===== config.mk =====
export PLATFORM = sky130hd
export DESIGN_NAME = bit_serializer
export DESIGN_NICKNAME = d
export VERILOG_FILES = /design/src/rtl/bit_serializer.sv
export SDC_FILE = /design/constraint.sdc
export NUM_CORES = 1
export LEC_CHECK = 0
export ABC_CLOCK_PERIOD_IN_PS = 4650
export CORE_UTILIZATION = 45
export CTS_CLUSTER_SIZE = 12
export DETAILED_ROUTE_END_ITERATION = 10
export PLACE_DENSITY = 0.76
export RECOVER_POWER = 25
export SETUP_SLACK_MARGIN = 0.4
export SYNTH_ARGS = -nofsm -noshare
export SYNTH_HDL_FRONTEND = slang
export SYNTH_SLANG_ARGS = --single-unit

===== constraint.sdc =====
create_clock -name clk -period 4.65 [get_ports clk]
set_input_delay 0.93 -clock clk [delete_from_list [all_inputs] [get_ports clk]]
set_output_delay 0.93 -clock clk [all_outputs]
set_load 0.01 [all_outputs]

===== src/rtl/bit_serializer.sv =====
// Parallel-to-serial converter with a valid/ready word input and a registered bit stream output.
// Frames are WIDTH bits long, shifted MSB or LSB first. Back-to-back frames run without a gap
// when the next word is accepted in the final bit cycle.
// Optional feature: define SERIALIZER_PARITY_EN to append one even-parity bit to every frame.
module bit_serializer #(
    parameter int unsigned WIDTH     = 8,
    parameter int unsigned MSB_FIRST = 1
) (
    input  logic             clk,
    input  logic             rst,
    input  logic [WIDTH-1:0] data_in,
    input  logic             data_valid,
    output logic             data_ready,
    output logic             dout_bit,
    output logic             bit_valid,
    output logic             busy,
    output logic             word_done
);

    localparam int unsigned CntW = $clog2(WIDTH + 1);

`ifdef SERIALIZER_PARITY_EN
    typedef enum logic [1:0] {StIdle, StShift, StParity} state_e;
`else
    typedef enum logic [1:0] {StIdle, StShift} state_e;
`endif

    state_e            state_q, state_d;
    logic [WIDTH-1:0]  sh_q, sh_d;
    logic [CntW-1:0]   cnt_q, cnt_d;
    logic              data_ready_q, data_ready_d;
    logic              dout_q, dout_d;
    logic              bit_valid_q, bit_valid_d;
    logic              word_done_q, word_done_d;
`ifdef SERIALIZER_PARITY_EN
    logic              par_q, par_d;
`endif

    logic              handshake;
    logic              frame_end;
    logic              first_bit;
    logic              next_bit;
    logic [WIDTH-1:0]  load_shifted;
    logic [WIDTH-1:0]  sh_shifted;

    // Bit selection and shifting for the configured order; cnt_q counts bits already presented.
    always_comb begin
        if (MSB_FIRST != 0) begin
            first_bit    = data_in[WIDTH-1];
            next_bit     = sh_q[WIDTH-1];
            load_shifted = {data_in[WIDTH-2:0], 1'b0};
            sh_shifted   = {sh_q[WIDTH-2:0], 1'b0};
        end else begin
            first_bit    = data_in[0];
            next_bit     = sh_q[0];
            load_shifted = {1'b0, data_in[WIDTH-1:1]};
            sh_shifted   = {1'b0, sh_q[WIDTH-1:1]};
        end
        handshake = data_valid && data_ready_q;
`ifdef SERIALIZER_PARITY_EN
        frame_end = (state_q == StParity);
`else
        frame_end = (state_q == StShift) && (cnt_q == CntW'(WIDTH));
`endif
    end

    // Next-state and next-output logic; every output is registered from these values.
    always_comb begin
        state_d      = state_q;
        sh_d         = sh_q;
        cnt_d        = cnt_q;
        data_ready_d = 1'b0;
        dout_d       = 1'b0;
        bit_valid_d  = 1'b0;
        word_done_d  = 1'b0;
`ifdef SERIALIZER_PARITY_EN
        par_d        = par_q;
`endif
        if (handshake) begin
            // data_ready_q is only high in IDLE or the final frame bit, so this also covers
            // the back-to-back case.
            state_d     = StShift;
            sh_d        = load_shifted;
            cnt_d       = CntW'(1);
            dout_d      = first_bit;
            bit_valid_d = 1'b1;
`ifdef SERIALIZER_PARITY_EN
            par_d       = ^data_in;
`endif
        end else if ((state_q == StIdle) || frame_end) begin
            state_d      = StIdle;
            cnt_d        = '0;
            data_ready_d = 1'b1;
        end else begin
`ifdef SERIALIZER_PARITY_EN
            if (cnt_q == CntW'(WIDTH)) begin
                state_d      = StParity;
                dout_d       = par_q;
                bit_valid_d  = 1'b1;
                word_done_d  = 1'b1;
                data_ready_d = 1'b1;
            end else begin
                sh_d        = sh_shifted;
                cnt_d       = cnt_q + 1'b1;
                dout_d      = next_bit;
                bit_valid_d = 1'b1;
            end
`else
            sh_d        = sh_shifted;
            cnt_d       = cnt_q + 1'b1;
            dout_d      = next_bit;
            bit_valid_d = 1'b1;
            if (cnt_q == CntW'(WIDTH - 1)) begin
                word_done_d  = 1'b1;
                data_ready_d = 1'b1;
            end
`endif
        end
    end

    // State and output registers with synchronous reset; reset discards any partial frame.
    always_ff @(posedge clk) begin
        if (rst) begin
            state_q      <= StIdle;
            sh_q         <= '0;
            cnt_q        <= '0;
            data_ready_q <= 1'b0;
            dout_q       <= 1'b0;
            bit_valid_q  <= 1'b0;
            word_done_q  <= 1'b0;
`ifdef SERIALIZER_PARITY_EN
            par_q        <= 1'b0;
`endif
        end else begin
            state_q      <= state_d;
            sh_q         <= sh_d;
            cnt_q        <= cnt_d;
            data_ready_q <= data_ready_d;
            dout_q       <= dout_d;
            bit_valid_q  <= bit_valid_d;
            word_done_q  <= word_done_d;
`ifdef SERIALIZER_PARITY_EN
            par_q        <= par_d;
`endif
        end
    end

    assign data_ready = data_ready_q;
    assign dout_bit   = dout_q;
    assign bit_valid  = bit_valid_q;
    assign busy       = bit_valid_q;
    assign word_done  = word_done_q;

endmodule


# Word level (Yosys, flattened, before mapping)
# Index checks and enable logic that the tools add are counted.
[classes]
addsub = 1
mux = 12
eq_ne = 3
reduce_logical = 7
[ops]
columns = ["operator", "n"]
rows = [
  ["8-bit two-way mux", 2],
  ["1-bit two-way mux", 10],
  ["4-bit by 1-bit adder with 4-bit output (second input constant)", 1],
  ["4-bit by 3-bit equality test with 1-bit output (second input constant)", 1],
  ["4-bit equality test (second input constant)", 1],
  ["3-bit OR reduction", 1],
  ["1-bit logical AND", 2],
  ["2-bit zero test", 1],
  ["2-bit != test (second input constant)", 1],
  ["2-bit nonzero test", 1],
  ["2-bit OR reduction", 1],
  ["1-bit logical OR", 1],
]
[totals]
input_bits = 11
elab_cells = 31
output_inout_bits = 5
ff_bits = 16

# Logic depth before layout (Yosys ltp)
[depth]
depth_word = 5
depth_mapped = 6
ltp_nobuf = 5

# Least setup slack after synthesis
# No wires, ideal clock.
[synth_path]
kind = "input port to flip-flop"
startpoint = "in data_valid"
endpoint = "reg word_done_q, in the netlist word_done"
arrival_time_ns = 1.632
t_required_ns = 4.586
n_path_buf = 0
setup_ns = 0.064
cell_stages = 3
slack_ns = 2.953
path_cell_list = "and2_1 -> or4_4 -> nor2_1"
[synth_via]
elab_chain_cells = 2
[synth_lines]
columns = ["element", "line_no", "text"]
rows = [
  ["start: declaration", "12", "input logic data_valid,"],
  ["1-bit logical AND", "59", "handshake = data_valid && data_ready_q;"],
  ["3-bit OR reduction (no source line)", "--", ""],
  ["end signal: assignment", "141", "word_done_q <= word_done_d;"],
  ["end: declaration", "34", "logic word_done_q, word_done_d;"],
]
# No other way between the ends.
# A chain may end at the register's enable or synchronous reset.

# Worst setup path in the final report
[layout_path]
startpoint = "reg data_ready_q, in the netlist data_ready"
endpoint = "out data_ready"
[layout_rtl]
columns = ["element", "line_no", "text"]
rows = [
  ["start: declaration", "31", "logic data_ready_q, data_ready_d;"],
  ["start signal: assignment", "138", "data_ready_q <= data_ready_d;"],
  ["end: declaration", "13", "output logic data_ready,"],
]
# No word-level cell between the ends.

==> results.ini <==
[critical_path]
worstPathRequired_ns=3.72
worstSetupStartpointType=register
crit_arrival_ns=1.19
cp_slowest_cell=clkdlybuf4s50_1
path_cells=clkdlybuf4s50_1
worst_path_largest_cell_delay_ns=0.55
crit_type=register to primary output
cp-end-kind=primary output
cp_max_fo=3
crit_family=buffers and inverters
cp.buffers_inverters=1

[power_and_ir_drop]
p_clk_share_pct=28.8
combPwrFrac_pct=12.6
power.internal_uw=193
power.density_mw_per_mm2=308
swShare_pct=24.9
vdd_drop_max_mv=0.233
p_switching_uw=63.9
p_seq_share_pct=58.6
p_leak_uw=0.000286
p_total_uw=257

[synth]
synth_area_um2=671
synth.distinct_cells=20
synth_warnings=0
avgSynthCellArea_um2=8.82
syn-instance-count=76
ys_seq_area_share_pct=47.8
synth-seq-cells=16
synthesis.nets=89

[clock_tree]
path_clk_slew_ns=0.09
clock-sinks=16
post_cts_buffers=0
cts_tree=done
postCtsHoldBufs=0
clock-root-buffer=clkbuf_4
cts.htree.levels=1
clk_latency_ns=0.29
cts.repair.resized=0
cts_buffer_depth=2
numCtsBuffers=3

[place]
routabilityCongestion=0.705
portBuffers=15
preCtsSetupSlack_ns=2.26

[sta]
rsz0062_at_grt=no
period_needed_ns=2.12
fin_skew_ns=0.00406
slew-limit-headroom_pct=68.7
fin_ws_ns=2.53
timing.setup.tns_ns=0
clock.fmax_ghz=0.472
final-hold-violation-count=0
finalMaxSlewViolations=0
min_period_over_period_pct=45.5
tightestPinTransition_ns=0.468
setup_viol=0

[global_route]
antenna_found_initial=0
grt_pass1_wl_um=2130
track_usage_pct=20.6
grt_start_max_net_pins=16
overflow=0
first_global_vias=464

[min_path]
hold_path.class=register to register

[route]
vias_per_cell=5.40
drtIter0Drc=27
wl_per_cell_um=13.2
wirelength_um=1380
drcViolationCount=0
dr_total_vias=562
dr.pass1.iters=4
drt.antenna.violating_nets=0

[floorplan]
ioPinCount=16
fp-row-count=13
fp.dieH_um=40.6
dieWidth_um=40.6
die_area_mm2=0.00165
coreArea_mm2=0.00135
initial_core_util_pct=49.7

[outcome]
status=complete, no violations

[layout]
antenna_cells=0
mostFrequentLayoutCells=dfxtp_1, clkdlybuf4s50_1, nor2_1, nand3_1, a311oi_1
syn_to_final_growth_pct=24.1
final_common_cell=dfxtp_1
layout.nets=104
drive_above_1_share_pct=4.49
nFillCells=125

[flow_run]
drv_cap=0

power by group through the flow:
stage | logic, uW | registers (uW) | clock network (uW)
2_1_floorplan | 17.8 | 152 | 0
3_3_place_gp | 32.2 | 153 | 0
3_5_place_dp | 32.6 | 153 | 0
4_1_cts | 32.8 | 150 | 74.9
5_1_grt | 36.0 | 152 | 78.6
6_report | 32.4 | 150 | 73.9
routing by layer:
metal / track usage (%) / routed length [um]
met5: 0 / 0
met4: 15.0 / 23
met3: 5.00 / 97
met2: 27.4 / 599
met1: 28.1 / 655
state kept, by name, summed over array words and instances, names as in the netlist:
register	count
bit_valid	1
data_ready	1
word_done	1
state_q	1
cnt_q	4
sh_q	7
dout_bit	1
cell type report:
| cell class | instances | area, um2 | area share [%] |
|---|---|---|---|
| clock buffers | 3 | 22.5 | 2.71 |
| flip-flops and latches | 16 | 320 | 38.5 |
| inverters | 4 | 15.0 | 1.80 |
| well taps | 15 | 18.8 | 2.26 |
| repair buffers | 15 | 150 | 18.0 |
| multi-input cells | 51 | 305 | 36.7 |
synthesized netlist by cell type:
cell      instances  area (um2)
a21oi_1           4        20.0
a311oi_1          7        61.3
and2_1            1        6.26
and3b_1           1        8.76
buf_4             1        7.51
buf_6             1        11.3
clkbuf_1          3        11.3
dfxtp_1          16         320
ha_1              2        25.0
inv_1             4        15.0
nand2_1           3        11.3
nand3_1           8        40.0
nand3b_1          2        15.0
nand4_1           1        6.26
nor2_1           12        45.0
o211ai_1          1        7.51
o21ai_0           6        30.0
or4_4             1        11.3
xnor2_1           1        8.76
xor2_1            1        8.76
per-stage QoR:
step	cells	hold slack [ns]	cell area (um2)	util, %
detailed placement	101	0.470	810	60.0
floorplan	76	0.443	671	-
global placement	101	0.461	810	60.0
global route	104	0.522	832	61.6
finish	104	0.482	832	61.6
CTS	104	0.480	832	61.6
worst paths after layout:
check | startpoint | slack (ns) | end | cells past startpoint
max | data_ready$_SDFF_PP0_ | 2.53 | data_ready | 1
min | sh_q[7]$_SDFFE_PP0P_ | 0.48 | dout_bit$_SDFF_PP0_ | 2
max reg2reg | cnt_q[0]$_SDFF_PP0_ | 3.02 | cnt_q[3]$_SDFF_PP0_ | 5
min reg2reg | sh_q[7]$_SDFFE_PP0P_ | 0.48 | dout_bit$_SDFF_PP0_ | 2
worst reg2reg max path: cells and delay by family (launching register included):
family                     cells  cell delay, ns
adders and majority gates      1            0.22
buffers and inverters          1            0.07
DFF                            1            0.37
and+or+nand+nor                3            0.91
cell families after synthesis:
family	count (synthesis)	share of synthesized area, %
flops	16	47.8
simple gates	29	21.5
buf+inv	9	6.72
fa+ha+maj	2	3.73
xor+xnor	2	2.61
compound gates	18	17.7
No activity file was read; power rests on OpenSTA's default activity.
